File: src/rtl/spectral_peak_detect_if.sv
// rtl/spectral_peak_detect_if.sv - power-stream input and peak-result output bundle
interface spectral_peak_detect_if #(
    parameter int BIN_W = 9
);
    logic [30:0]      power;
    logic             in_en;
    logic             frame_start;
    logic [30:0]      threshold;
    logic [BIN_W-1:0] peak_bin;
    logic [30:0]      peak_power;
    logic             detected;
    logic             out_en;
    logic             frame_err;

    // Upstream side: drives samples and threshold, observes results
    modport master (
        output power, in_en, frame_start, threshold,
        input  peak_bin, peak_power, detected, out_en, frame_err
    );

    // Detector side
    modport slave (
        input  power, in_en, frame_start, threshold,
        output peak_bin, peak_power, detected, out_en, frame_err
    );
endinterface

File: src/rtl/spectral_peak_detect.sv
// rtl/spectral_peak_detect.sv - per-frame windowed power peak search with threshold detect
module spectral_peak_detect #(
    parameter int N_BINS  = 512,
    parameter int BIN_W   = 9,
    parameter int MIN_BIN = 1,
    parameter int MAX_BIN = 255
) (
    input  logic                  clk,
    input  logic                  rst,
    spectral_peak_detect_if.slave bus
);
    typedef enum logic {IDLE, ACCUM} state_t;

    localparam logic [BIN_W-1:0] MIN_IDX  = BIN_W'(MIN_BIN);
    localparam logic [BIN_W-1:0] MAX_IDX  = BIN_W'(MAX_BIN);
    localparam logic [BIN_W-1:0] LAST_IDX = BIN_W'(N_BINS - 1);

    state_t           state_q, state_d;
    logic [BIN_W-1:0] cnt_q, cnt_d;
    logic [30:0]      max_q, max_d;
    logic [BIN_W-1:0] bin_q, bin_d;
    logic [BIN_W-1:0] peak_bin_q, peak_bin_d;
    logic [30:0]      peak_power_q, peak_power_d;
    logic             detected_q, detected_d;
    logic             out_en_q, out_en_d;
    logic             frame_err_q, frame_err_d;

    logic             accept;
    logic [BIN_W-1:0] idx;
    logic             in_window;

    // Next-state: sample acceptance, window search, frame end and early-restart handling
    always_comb begin
        state_d      = state_q;
        cnt_d        = cnt_q;
        max_d        = max_q;
        bin_d        = bin_q;
        peak_bin_d   = peak_bin_q;
        peak_power_d = peak_power_q;
        detected_d   = detected_q;
        out_en_d     = 1'b0;
        frame_err_d  = 1'b0;

        // In IDLE only a frame_start sample is taken; frame_start always forces bin 0
        accept    = bus.in_en && ((state_q == ACCUM) || bus.frame_start);
        idx       = bus.frame_start ? '0 : cnt_q;
        in_window = (idx >= MIN_IDX) && (idx <= MAX_IDX);

        if (accept) begin
            state_d = ACCUM;
            cnt_d   = idx + BIN_W'(1);

            // A restart anywhere but the expected boundary drops the partial frame
            if ((state_q == ACCUM) && bus.frame_start && (cnt_q != '0)) begin
                frame_err_d = 1'b1;
            end

            // First window bin seeds the search; later bins need a strict win so ties keep the lowest bin
            if (in_window) begin
                if ((idx == MIN_IDX) || (bus.power > max_q)) begin
                    max_d = bus.power;
                    bin_d = idx;
                end
            end

            // Last bin publishes the result including its own contribution
            if (idx == LAST_IDX) begin
                out_en_d     = 1'b1;
                peak_bin_d   = bin_d;
                peak_power_d = max_d;
                detected_d   = (max_d >= bus.threshold);
            end
        end
    end

    // State and registered outputs; async reset discards any partial frame
    always_ff @(posedge clk or posedge rst) begin
        if (rst) begin
            state_q      <= IDLE;
            cnt_q        <= '0;
            max_q        <= '0;
            bin_q        <= '0;
            peak_bin_q   <= '0;
            peak_power_q <= '0;
            detected_q   <= 1'b0;
            out_en_q     <= 1'b0;
            frame_err_q  <= 1'b0;
        end else begin
            state_q      <= state_d;
            cnt_q        <= cnt_d;
            max_q        <= max_d;
            bin_q        <= bin_d;
            peak_bin_q   <= peak_bin_d;
            peak_power_q <= peak_power_d;
            detected_q   <= detected_d;
            out_en_q     <= out_en_d;
            frame_err_q  <= frame_err_d;
        end
    end

    assign bus.peak_bin   = peak_bin_q;
    assign bus.peak_power = peak_power_q;
    assign bus.detected   = detected_q;
    assign bus.out_en     = out_en_q;
    assign bus.frame_err  = frame_err_q;
endmodule

File: src/flat_wrapper.sv
// flat-port wrapper written by rule: the top's interface ports become plain ports
module spectral_peak_detect_flat 
#(
    parameter int N_BINS  = 512,
    parameter int BIN_W   = 9,
    parameter int MIN_BIN = 1,
    parameter int MAX_BIN = 255
)
  (clk, rst, bus_power, bus_in_en, bus_frame_start, bus_threshold, bus_peak_bin, bus_peak_power, bus_detected, bus_out_en, bus_frame_err);
  spectral_peak_detect_if #(.BIN_W(BIN_W)) bus_i ();
  input  logic clk;
  input  logic rst;
  input wire logic [$bits(bus_i.power)-1:0] bus_power;
  input wire logic [$bits(bus_i.in_en)-1:0] bus_in_en;
  input wire logic [$bits(bus_i.frame_start)-1:0] bus_frame_start;
  input wire logic [$bits(bus_i.threshold)-1:0] bus_threshold;
  output wire logic [$bits(bus_i.peak_bin)-1:0] bus_peak_bin;
  output wire logic [$bits(bus_i.peak_power)-1:0] bus_peak_power;
  output wire logic [$bits(bus_i.detected)-1:0] bus_detected;
  output wire logic [$bits(bus_i.out_en)-1:0] bus_out_en;
  output wire logic [$bits(bus_i.frame_err)-1:0] bus_frame_err;
  assign bus_i.power = bus_power;
  assign bus_i.in_en = bus_in_en;
  assign bus_i.frame_start = bus_frame_start;
  assign bus_i.threshold = bus_threshold;
  assign bus_peak_bin = bus_i.peak_bin;
  assign bus_peak_power = bus_i.peak_power;
  assign bus_detected = bus_i.detected;
  assign bus_out_en = bus_i.out_en;
  assign bus_frame_err = bus_i.frame_err;
  spectral_peak_detect #(.N_BINS(N_BINS), .BIN_W(BIN_W), .MIN_BIN(MIN_BIN), .MAX_BIN(MAX_BIN)) u_core (.clk(clk), .rst(rst), .bus(bus_i));
endmodule
File: config.mk
export PLATFORM = sky130hd
export DESIGN_NAME = spectral_peak_detect_flat
export DESIGN_NICKNAME = d
export VERILOG_FILES = /design/src/rtl/spectral_peak_detect_if.sv /design/src/rtl/spectral_peak_detect.sv /design/src/flat_wrapper.sv
export SDC_FILE = /design/constraint.sdc
export NUM_CORES = 1
export LEC_CHECK = 0
export BUFFER_PORTS_ARGS = -buffer_cell sky130_fd_sc_hd__clkbuf_2
export CAP_MARGIN = 20
export CORE_ASPECT_RATIO = 1.25
export CORE_UTILIZATION = 45
export DETAILED_ROUTE_END_ITERATION = 6
export HOLD_SLACK_MARGIN = 0.15
export PLACE_DENSITY_LB_ADDON = 0.2
export SLEW_MARGIN = 20
export SYNTH_ARGS = -nofsm -noshare
export SYNTH_HDL_FRONTEND = slang
export SYNTH_SLANG_ARGS = --single-unit
File: constraint.sdc
create_clock -name clk -period 4.95 [get_ports clk]
set_input_delay 0.99 -clock clk [delete_from_list [all_inputs] [get_ports clk]]
set_output_delay 0.99 -clock clk [all_outputs]
set_load 0.1 [all_outputs]
# Yosys cells after proc, flatten, opt, wreduce, memory -nomap -nowiden
# Index checks and enable logic that the tools add are counted.
# op_classes
addsub,1
order_cmp,4
n_eq_ne,2
muxes,10
n_reduce_logical,8
# op_table
op,count
31-bit 2-to-1 mux,3
31-bit greater-or-equal comparator,1
31-bit greater-than comparator,1
9-bit 2-to-1 mux,3
"9-bit by 1-bit adder with 9-bit output, second input constant",1
"9-bit by 1-bit == test with 1-bit output, second input constant",1
"9-bit == test, second input constant",1
"9-bit by 1-bit greater-or-equal comparator with 1-bit output, second input constant",1
"9-bit by 8-bit less-or-equal comparator with 1-bit output, second input constant",1
9-bit nonzero test,1
1-bit logical AND,4
1-bit 2-to-1 mux,4
1-bit logical OR,2
2-bit AND reduction,1
# totals
reg_bits,93
input_bits,66
out_inout_bits,43
elab_cells,34

# Logic depth before layout (Yosys ltp)
# Gate-level depths: netlist of run 1.
# depth
depth_word,7
mapped_depth,21
mapped_depth_nobuf,17

# Worst setup path after synthesis of run 1
# OpenSTA, ideal clock, no wires.
# synth_path
path_type,input port to flip-flop
startpoint,input bus_frame_start
endpoint,"register u_core.detected_q, in the netlist u_core.bus.detected"
setup_time_ns,0.132
t_arrival_ns,4.932
required_time_ns,4.818
slack_ns,-0.114
path_stages,17
path_cell_list,clkbuf_1 > clkbuf_1 > nor2b_1 > ha_1 > o21a_1 > or4_1 > o41ai_4 > buf_4 > mux2_2 > ha_1 > nor2b_1 > a311o_1 > a21o_1 > a2111oi_0 > o21ai_0 > a21oi_1 > o41ai_1
# synth_between
elab_chain_len,7
elab_cells_between_ends,14
classes_between,3 x order compare; 2 x eq/ne; 4 x mux; 5 x reduce/logical
# synth_lines
element,line,source
from (decl),flat_wrapper.sv:15,input wire logic [$bits(bus_i.frame_start)-1:0] bus_frame_start;
branches (longest 7 deep; another with 31-bit greater-or-equal comparator),--,
to (signal assigned),spectral_peak_detect.sv:95,detected_q <= detected_d;
to (decl),spectral_peak_detect.sv:24,"logic detected_q, detected_d;"
# Parallel ways; which one is timed is not known. The select of a mux whose other input is x is not followed.
# A chain may end at the register's enable or synchronous reset.

# Worst setup path in the final report of run 1
# layout_path
startpoint,input bus_power[4]
endpoint,"register u_core.detected_q, in the netlist u_core.bus.detected"
# layout_between
elab_chain_len,6
# layout_lines
element,line,source
from (decl),flat_wrapper.sv:13,input wire logic [$bits(bus_i.power)-1:0] bus_power;
31-bit greater-than comparator,spectral_peak_detect.sv:60,if ((idx == MIN_IDX) || (bus.power > max_q)) begin
1-bit logical OR,spectral_peak_detect.sv:60,
31-bit 2-to-1 mux *,spectral_peak_detect.sv:60,
31-bit 2-to-1 mux *,spectral_peak_detect.sv:59,if (in_window) begin
31-bit 2-to-1 mux *,spectral_peak_detect.sv:49,if (accept) begin
31-bit greater-or-equal comparator *,spectral_peak_detect.sv:71,detected_d = (max_d >= bus.threshold);
# Every way passes the cells marked *; elsewhere a longest branch is shown, timed or not. The select of a mux whose other input is x is not followed.

==> flow_metrics.py, run 1 <==
metrics = {
    "place": {
        "port_buffers": 108,
        "hpwlAfterDp_um": 9960,
        "place.gp.congestion": 0.889,
        "dpl.cell_count": 796,
    },
    "sta": {
        "finalCritPeriodShare": 0.959,
        "period_minus_slack_ps": 4750,
        "tightest_slew_margin_relative_to_the_limit": 0.461,
        "unrepaired_setup_endpoints_after_global_routing": "false",
        "setup_viol": 0,
        "final.setup_skew_ps": 6.12,
        "timing.final.max_slew_violations": 0,
        "timing.fmax_ghz": 0.211,
        "tightest_slew_ps": 800,
        "final_hold_viol_count": 0,
    },
    "layout": {
        "nets": 775,
        "layout-drive-gt1-share": 0.371,
        "syn_to_final_growth_pct": 19.8,
        "fin_cells": 809,
        "final_common_cell": "clkbuf_2",
        "antenna-diode-count": 0,
        "layout_common_cells": "clkbuf_2 (108), mux2_2 (97), dfrtp_1 (93), inv_1 (66), ha_1 (66)",
    },
    "synth": {
        "synth-xor-area-share": 0,
        "postSynthCellCount": 523,
        "ys_seq_area_frac": 0.407,
        "synth.cell_area_sq_um": 5710,
        "netlist.top_cell.by_area": "dfrtp_1",
        "synth-warning-count": 0,
        "synth_simple_gate_area_share": 0.0802,
        "synth_mux_area_frac": 0.215,
        "synth_fp_nets": 655,
        "synth-compound-area-share": 0.0942,
        "synthAdderAreaFrac": 0.145,
        "synth.area.top_cells": "dfrtp_1 (41%), mux2_2 (19%), ha_1 (14%), inv_1 (4.4%), a21oi_1 (2.2%)",
        "main_combinational_cell_family_by_area_after_synthesis": "multiplexers",
        "number_of_storage_elements_in_the_synthesis_netlist": 93,
        "synthesis.area_per_instance_sq_um": 10.9,
        "synth.lib_cells_used.distinct": 41,
        "synth_top_cell_area_share": 0.407,
    },
    "grt": {
        "globalRouteTotalUtil": 0.216,
        "grt_max_degree": 59,
        "first_global_vias": 4459,
        "global_route.overflow_total": 0,
        "first_pass_grt_wire_length_um": 21700,
        "grt_antenna_before_repair": 0,
    },
    "floorplan": {
        "die_height_um": 128,
        "die_area_sq_um": 13200,
        "die_width_um": 103,
        "pin_count": 109,
        "rows": 45,
        "initial_core_util": 0.465,
        "core_sq_um": 12300,
    },
    "critical_path": {
        "critical_path_arrival_ps": 4960,
        "timing.critical_path.from_type": "input port",
        "category_of_the_worst_setup_path_capture_point": "flop",
        "worst-setup-path-type": "input port to flop",
        "critical_path.max_fanout": 4,
        "timing.critical_path.required_ps": 5170,
    },
    "clock_network": {
        "ctsLongestPathBuffers": 2,
        "cts_post_setup_buffers_inserted": 0,
        "post_cts_hold_buffer_count": 0,
        "cts_htree_levels": 3,
        "clock_network_latency_to_the_later_pin_of_the_worst_skew_pair_ps": 340,
        "cts_sinks": 93,
        "cts_resized": 0,
        "clk_transition_reported_paths_ps": 60,
        "cts_tree": "done",
        "root_buffer": "clkbuf_16",
        "cts_made_buffers": 9,
    },
    "power_and_ir_drop": {
        "cellPowerDensity_nw_per_um2": 444,
        "report.power.total_mw": 3.04,
        "irDropWorstVdd_mv": 0.203,
        "cellLeakagePower_nw": 3.65,
    },
    "drt": {
        "route.vias.total": 4333,
        "routed_wire_length_per_instance_um": 16.3,
        "route.detailed.drc": 0,
        "initialDrtViolationCount": 168,
        "drt-total-wl_um": 13200,
        "drt_pass1_iterations": 6,
        "post_drt_via_cell_ratio": 5.36,
        "antenna_violating_nets_post_route": 0,
    },
    "hold_path": {
        "worst_hold_path_type": "flop to flop",
    },
    "flow_run": {
        "max-cap-violations": 0,
    },
    "outcome": {
        "outcome": "finished, final reports clean",
    },
}
## state kept, by name (all words and copies together), names as in the netlist
register	cells
u_core.bus.peak_power	31
u_core.max_q	31
u_core.bin_q	9
u_core.bus.peak_bin	9
u_core.cnt_q	9
u_core.bus.detected	1
u_core.bus.frame_err	1
u_core.bus.out_en	1
u_core.state_q	1
## routing by layer
| metal | global-route usage | share of wire | up-vias |
|---|---|---|---|
| met5 | 0 | 0 | - |
| met4 | 0.0746 | 0.019 | 0 |
| met3 | 0.0349 | 0.034 | 20 |
| met2 | 0.369 | 0.50 | 102 |
| met1 | 0.275 | 0.45 | 2116 |
| li1 | - | - | 2095 |
## cells in the mapped netlist
cell type   n
nor2b_1    13
o22a_1      1
o41ai_1     2
nor4_1      4
o211a_1     1
o31ai_1     1
a31oi_1     2
o31a_1      1
a21o_1     13
nand2_1    13
buf_6       1
a22o_1      1
a211oi_1    4
or4_1       3
mux2_1      4
and3_1      3
ha_1       66
inv_1      67
a2111oi_0   2
nand4_1    13
a41oi_1     2
nor3_1      3
a21boi_0    1
dfrtp_1    93
and2_1      1
nand3_1     8
mux2i_1     9
mux2_2     97
o41a_1      1
buf_2       5
nor2_1     23
o41ai_4     1
o21a_1      2
a21oi_1    25
a311o_1     1
nand2b_1    4
o211ai_1    2
o21ai_0    18
clkbuf_1    9
nand3b_1    1
buf_4       2
## stage by stage
step	TNS [ps]	setup WS (ps)	instance area, sq um	hold WS, ps	util
floorplan	0	54.3	5710	455	-
global placement	-39.8	-39.8	6540	469	0.533
detailed placement	-254	-254	6540	484	0.533
CTS	0	80.0	6840	497	0.557
global route	0	28.6	6850	504	0.558
finish	0	205	6850	493	0.558
## report_power, final
part | switching, mW | internal (mW) | leakage [nW] | total, mW
sequential | 0.111 | 0.909 | 1.22 | 1.02
combinational | 0.637 | 0.658 | 2.28 | 1.29
clock | 0.278 | 0.448 | 0.148 | 0.726
## critical path: stages
cell,delay (ps)
clkbuf_2,110
ha_1,310
a211oi_1,270
nor2_1,80
o31a_1,260
o41a_1,370
o41ai_4,380
mux2_2,410
ha_1,290
nor2b_1,130
a311o_1,270
a21o_1,180
a2111oi_1,470
o21ai_1,190
a21oi_1,160
o41ai_1,80
## cells by family (layout without fill, tap and decap cells)
group / count (synthesis) / count (layout)
AO/OA/AOI/OAI: 81 / 81
buffers and inverters: 84 / 206
AND/OR/NAND/NOR: 89 / 89
flip-flops: 93 / 93
multiplexers: 110 / 110
adder cells (fa/ha/maj): 66 / 66
## path summary, 6_finish.rpt
path | startpoint | endpoint | slack, ps | cells after the start
hold reg to reg | u_core.bin_q[3] | u_core.bin_q[3] | 490 | 1
min in group asynchronous | rst | u_core.bus.peak_power[30] | 770 | 2
max in group asynchronous | rst | u_core.bus.peak_power[11] | 3220 | 3
hold / removal | u_core.bin_q[3] | u_core.bin_q[3] | 490 | 1
setup / recovery | bus_power[4] | u_core.bus.detected | 200 | 16
setup reg to reg | u_core.max_q[4] | u_core.bus.detected | 530 | 16
## area by class of cell
cell class,count,area [sq um]
Fill cell,1133,5430
Timing Repair Buffer,126,692
Tap cell,164,205
Inverter,67,254
Clock buffer,11,243
Clock inverter,2,60.1
Sequential cell,93,2330
Multi-Input combinational cell,346,3070
(Power assumes the default switching activity.)
==> run 2: changes to the inputs <==
Settings changed: CORE_UTILIZATION 45 to 53.
==> run 2 against run 1 <==
- count of clock-buffer cells in the layout shrank 1
- largest cell class unchanged
- non-clock buffer count shrank 1
- final cell count shrank 3.8%
==> flow_metrics.py, run 2 (synthesis results as in run 1) <==
metrics = {
    "power_and_ir_drop": {
        "irDropWorstVdd_mv": 0.255,
        "cellLeakagePower_nw": 3.65,
        "cellPowerDensity_nw_per_um2": 447,
    },
    "grt": {
        "grt_antenna_before_repair": 0,
        "first_global_vias": 4575,
        "global_route.overflow_total": 0,
        "grt_max_degree": 54,
        "first_pass_grt_wire_length_um": 21500,
        "globalRouteTotalUtil": 0.250,
    },
    "sta": {
        "timing.fmax_ghz": 0.215,
        "unrepaired_setup_endpoints_after_global_routing": "false",
        "period_minus_slack_ps": 4650,
        "worst_hold_slack_ps": 496,
        "final_hold_viol_count": 0,
        "tightest_slew_ps": 790,
        "setup_ws_ps": 299,
        "setup_viol": 0,
        "timing.final.max_slew_violations": 0,
        "finalCritPeriodShare": 0.940,
        "final.setup_skew_ps": 9.35,
        "tightest_slew_margin_relative_to_the_limit": 0.468,
    },
    "place": {
        "dpl-instance-area_sq_um": 6470,
        "place.gp.congestion": 0.884,
        "port_buffers": 108,
        "hpwlAfterDp_um": 9710,
        "dpl.cell_count": 762,
        "pre_cts_ws_ps": -9.54,
    },
    "outcome": {
        "outcome": "finished, final reports clean",
    },
    "floorplan": {
        "pin_count": 109,
        "initial_core_util": 0.541,
        "die_height_um": 118,
        "die_width_um": 94.9,
        "die_area_sq_um": 11200,
        "rows": 42,
        "core_sq_um": 10600,
    },
    "layout": {
        "final_common_cell": "clkbuf_2",
        "layout-drive-gt1-share": 0.373,
        "fin_cells": 778,
        "nets": 774,
        "stdcell_area_sq_um": 6820,
        "layout_common_cells": "clkbuf_2 (108), mux2_2 (97), dfrtp_1 (93), inv_1 (66), ha_1 (66)",
        "antenna-diode-count": 0,
        "nFillCells": 864,
        "syn_to_final_growth_pct": 19.3,
        "utilization": 0.645,
    },
    "drt": {
        "routed_wire_length_per_instance_um": 16.5,
        "drt_pass1_iterations": 5,
        "post_drt_via_cell_ratio": 5.60,
        "drt-total-wl_um": 12800,
        "route.detailed.drc": 0,
        "antenna_violating_nets_post_route": 0,
        "route.vias.total": 4358,
        "initialDrtViolationCount": 215,
    },
    "clock_network": {
        "clock_network_latency_to_the_later_pin_of_the_worst_skew_pair_ps": 340,
        "cts_htree_levels": 3,
        "cts_sinks": 93,
        "cts_made_buffers": 9,
        "cts_post_setup_buffers_inserted": 0,
        "clk_transition_reported_paths_ps": 60,
        "root_buffer": "clkbuf_16",
        "ctsLongestPathBuffers": 2,
        "post_cts_hold_buffer_count": 0,
        "cts_resized": 0,
        "cts_tree": "done",
    },
    "critical_path": {
        "category_of_the_worst_setup_path_capture_point": "flop",
        "timing.critical_path.required_ps": 5170,
        "worst-setup-path-type": "input port to flop",
        "reg2reg_slack_ps": 640,
        "critical_path.max_fanout": 4,
        "critical_path_arrival_ps": 4870,
        "timing.critical_path.from_type": "input port",
    },
    "flow_run": {
        "max-cap-violations": 0,
    },
    "hold_path": {
        "worst_hold_path_type": "flop to flop",
    },
}
-- run 2: cell types whose count changed in the layout (fill, tap and decap cells not counted), sizes merged --
cell and change:
clkinv +3, buf -1, clkbuf -1, clkinvlp +1, inv -1
-- run 2: path summary, 6_finish.rpt --
check                           startpoint                endpoint  cells past startpoint
setup reg to reg           u_core.max_q[4]     u_core.bus.detected                     16
hold / removal             u_core.bin_q[3]         u_core.bin_q[3]                      1
setup / recovery              bus_power[4]     u_core.bus.detected                     16
max in group asynchronous              rst        u_core.max_q[17]                      4
min in group asynchronous              rst  u_core.bus.peak_bin[5]                      2
hold reg to reg            u_core.bin_q[3]         u_core.bin_q[3]                      1
-- run 2: critical path, stage by stage --
cell       delay [ps]
clkbuf_2          100
ha_1              310
a211oi_1          240
nor2_1             70
o31a_1            250
o41a_1            350
o41ai_4           380
mux2_2            400
ha_1              290
nor2b_1           140
a311o_1           270
a21o_1            190
a2111oi_1         400
o21ai_0           220
a21oi_1           180
o41ai_1            80
-- run 2: cell type report --
| type | count | area (sq um) | area share |
|---|---|---|---|
| Clock buffer | 10 | 239 | 0.0351 |
| Clock inverter | 5 | 85.1 | 0.0125 |
| Inverter | 67 | 253 | 0.0371 |
| Multi-Input combinational cell | 346 | 3070 | 0.450 |
| Sequential cell | 93 | 2330 | 0.341 |
| Tap cell | 132 | 165 | 0.0242 |
| Timing Repair Buffer | 125 | 681 | 0.0999 |
-- run 2: stage by stage --
stage / total power, mW / TNS, ps
floorplan: 1.96 / 0
global placement: 2.23 / 0
detailed placement: 2.30 / -9.54
CTS: 3.07 / 0
global route: 3.28 / 0
finish: 3.05 / 0
-- run 2: power by group --
part / internal (mW) / leakage, nW / switching, mW
registers: 0.909 / 1.22 / 0.111
logic: 0.645 / 2.27 / 0.631
clock network: 0.455 / 0.155 / 0.296
-- run 2: per-layer routing --
metal  vias to the layer above  share of wire  global-route usage
met5                         -              0                   0
met4                         0          0.024               0.103
met3                        24          0.043              0.0504
met2                       129           0.50               0.413
met1                      2122           0.43               0.314
li1                       2083              -                   -
==> run 3: changes to the inputs <==
Settings changed: CORE_UTILIZATION 53 to 51.
Clock period 4.95 ns to 3.9 ns, I/O delays scaled along.
==> run 3 against run 2 <==
- the flow now finishes with violations (negative setup slack)
- cell area grew 12%
- clock power is 24% higher
- via count grew 4.6%
- non-clock buffer count grew 75
- global-route usage shrank 0.34 points
- combinational power up 73%
- hold slack got worse by 19 ps
- largest cell class unchanged
- highest routed layer unchanged
==> flow_metrics.py, run 3 (synthesis results as in run 1) <==
metrics = {
    "place": {
        "port_buffers": 108,
        "place.gp.congestion": 0.885,
        "hpwlAfterDp_um": 10200,
    },
    "clock_network": {
        "clk_transition_reported_paths_ps": 60,
        "cts_sinks": 93,
        "root_buffer": "clkbuf_16",
        "cts_made_buffers": 9,
        "ctsLongestPathBuffers": 2,
        "cts_tree": "done",
        "cts_htree_levels": 3,
        "clock_network_latency_to_the_later_pin_of_the_worst_skew_pair_ps": 340,
    },
    "critical_path": {
        "cp_cell_sequence": "clkbuf_8, ha_4, a21o_1, nand3_2, a211oi_2, or4_4, o41ai_4, buf_4, mux2_4, ha_4, nor2b_1, a311o_1, a21o_1, a2111oi_4, o21ai_1, a21oi_1, o41ai_1",
        "rr_endpoint": "u_core.bus.detected",
        "timing.critical_path.buf_inv": 2,
        "crit_path_start": "bus_power[20]",
        "critical_path.max_fanout": 4,
        "category_of_the_worst_setup_path_capture_point": "flop",
        "rr_startpoint": "u_core.max_q[30]",
        "critical_path.slowest_cell": "or4_4",
        "worst-r2r-cell-count": 16,
        "timing.critical_path.required_ps": 4120,
        "worst-setup-path-type": "input port to flop",
        "cell_type_group_with_the_largest_total_delay_on_the_critical_path": "compound AO/OA/AOI/OAI gates",
        "critical_path_arrival_ps": 4320,
        "timing.critical_path.from_type": "input port",
        "slowest_stage_delay_cp_ps": 540,
        "reg2reg_slack_ps": -90,
    },
    "drt": {
        "route.vias.total": 4557,
        "drt-total-wl_um": 13700,
        "routed_wire_length_per_instance_um": 16.1,
        "drt_pass1_iterations": 4,
        "post_drt_via_cell_ratio": 5.34,
        "antenna_violating_nets_post_route": 0,
        "route.detailed.drc": 0,
        "initialDrtViolationCount": 229,
    },
    "sta": {
        "finalCritPeriodShare": 1.05,
        "worst_hold_slack_ps": 477,
        "final.setup_skew_ps": 4.64,
        "unrepaired_setup_endpoints_after_global_routing": "true",
        "timing.fmax_ghz": 0.244,
        "tightest_slew_ps": 698,
        "tightest_slew_margin_relative_to_the_limit": 0.530,
        "setup_ws_ps": -198,
        "setup_viol": 1,
        "timing.final.max_slew_violations": 0,
        "final.setup.tns_ps": -198,
        "period_minus_slack_ps": 4100,
        "final_hold_viol_count": 0,
    },
    "power_and_ir_drop": {
        "cellLeakagePower_nw": 4.05,
        "report.power.total_mw": 4.40,
        "cellPowerDensity_nw_per_um2": 575,
        "irDropWorstVdd_mv": 0.274,
    },
    "grt": {
        "global_route.overflow_total": 0,
        "grtUsageMet2": 0.434,
        "first_pass_grt_wire_length_um": 22700,
        "global_route.usage.met1": 0.293,
        "grt_antenna_before_repair": 0,
        "first_global_vias": 4862,
        "globalRouteTotalUtil": 0.247,
        "global_route.usage.met3": 0.0468,
        "global_route.peak_usage_layer": "met2",
        "grt_max_degree": 62,
    },
    "layout": {
        "nets": 849,
        "syn_to_final_growth_pct": 34.1,
        "layout-drive-gt1-share": 0.474,
        "layout_common_cells": "clkbuf_2 (107), mux2_2 (95), dfrtp_1 (93), buf_4 (87), inv_1 (66)",
        "nFillCells": 801,
        "antenna-diode-count": 0,
        "final_common_cell": "clkbuf_2",
    },
    "floorplan": {
        "die_height_um": 120,
        "rows": 42,
        "die_width_um": 96.7,
        "initial_core_util": 0.533,
        "core_sq_um": 10700,
        "pin_count": 109,
        "die_area_sq_um": 11600,
    },
    "outcome": {
        "outcome": "finished, violations left",
        "failing_checks": "negative setup slack",
    },
    "hold_path": {
        "worst_hold_path_type": "input port to async pin",
    },
    "flow_run": {
        "max-cap-violations": 0,
    },
}
run 3: through the flow:
stage	instances	setup slack (ps)	instance area (sq um)	utilization
after global routing	854	-386	7660	0.715
after detailed placement	835	-732	7170	0.669
after CTS	854	-242	7580	0.707
after floorplan	523	-478	5840	-
final	854	-198	7660	0.715
after global placement	835	-670	7170	0.669
run 3: worst max path at each step:
stage                               end  slack [ps]  depth (start not counted)
global placement    u_core.bus.detected        -670                         18
floorplan           u_core.bus.detected        -480                         16
finish              u_core.bus.detected        -200                         17
detailed placement  u_core.bus.detected        -730                         18
CTS                 u_core.bus.detected        -240                         17
global route        u_core.bus.detected        -390                         16
run 3: layout make-up:
class                      instances  area (sq um)  area share
sequential                        93          2330       0.304
inverter                          67           256      0.0335
tap                              132           165      0.0216
timing repair buffer             200          1290       0.169
clock buffer                       9           225      0.0294
clock inverter                     7          90.1      0.0118
multi-input combinational        346          3300       0.431
run 3: report_power, final:
part           leakage (nW)  internal (mW)  total [mW]  switching [mW]
clock                 0.151          0.558       0.929           0.371
combinational          2.68           1.21        2.21           0.994
sequential             1.22           1.15        1.27           0.116
total                  4.05           2.92        4.40            1.48
run 3: repair_timing:
| action | 4_1_cts | 5_1_grt |
|---|---|---|
| pin swaps | 14 | 7 |
| setup buffers | 3 | 0 |
| setup endpoints to repair | 1 | 1 |
| hold buffers | 0 | 0 |
| resized for setup | 15 | 8 |
run 3: routing by layer:
metal | wire [um] | part of all wire
met2 | 7070 | 0.51
met5 | 0 | 0
met1 | 5750 | 0.42
met3 | 545 | 0.040
met4 | 381 | 0.028
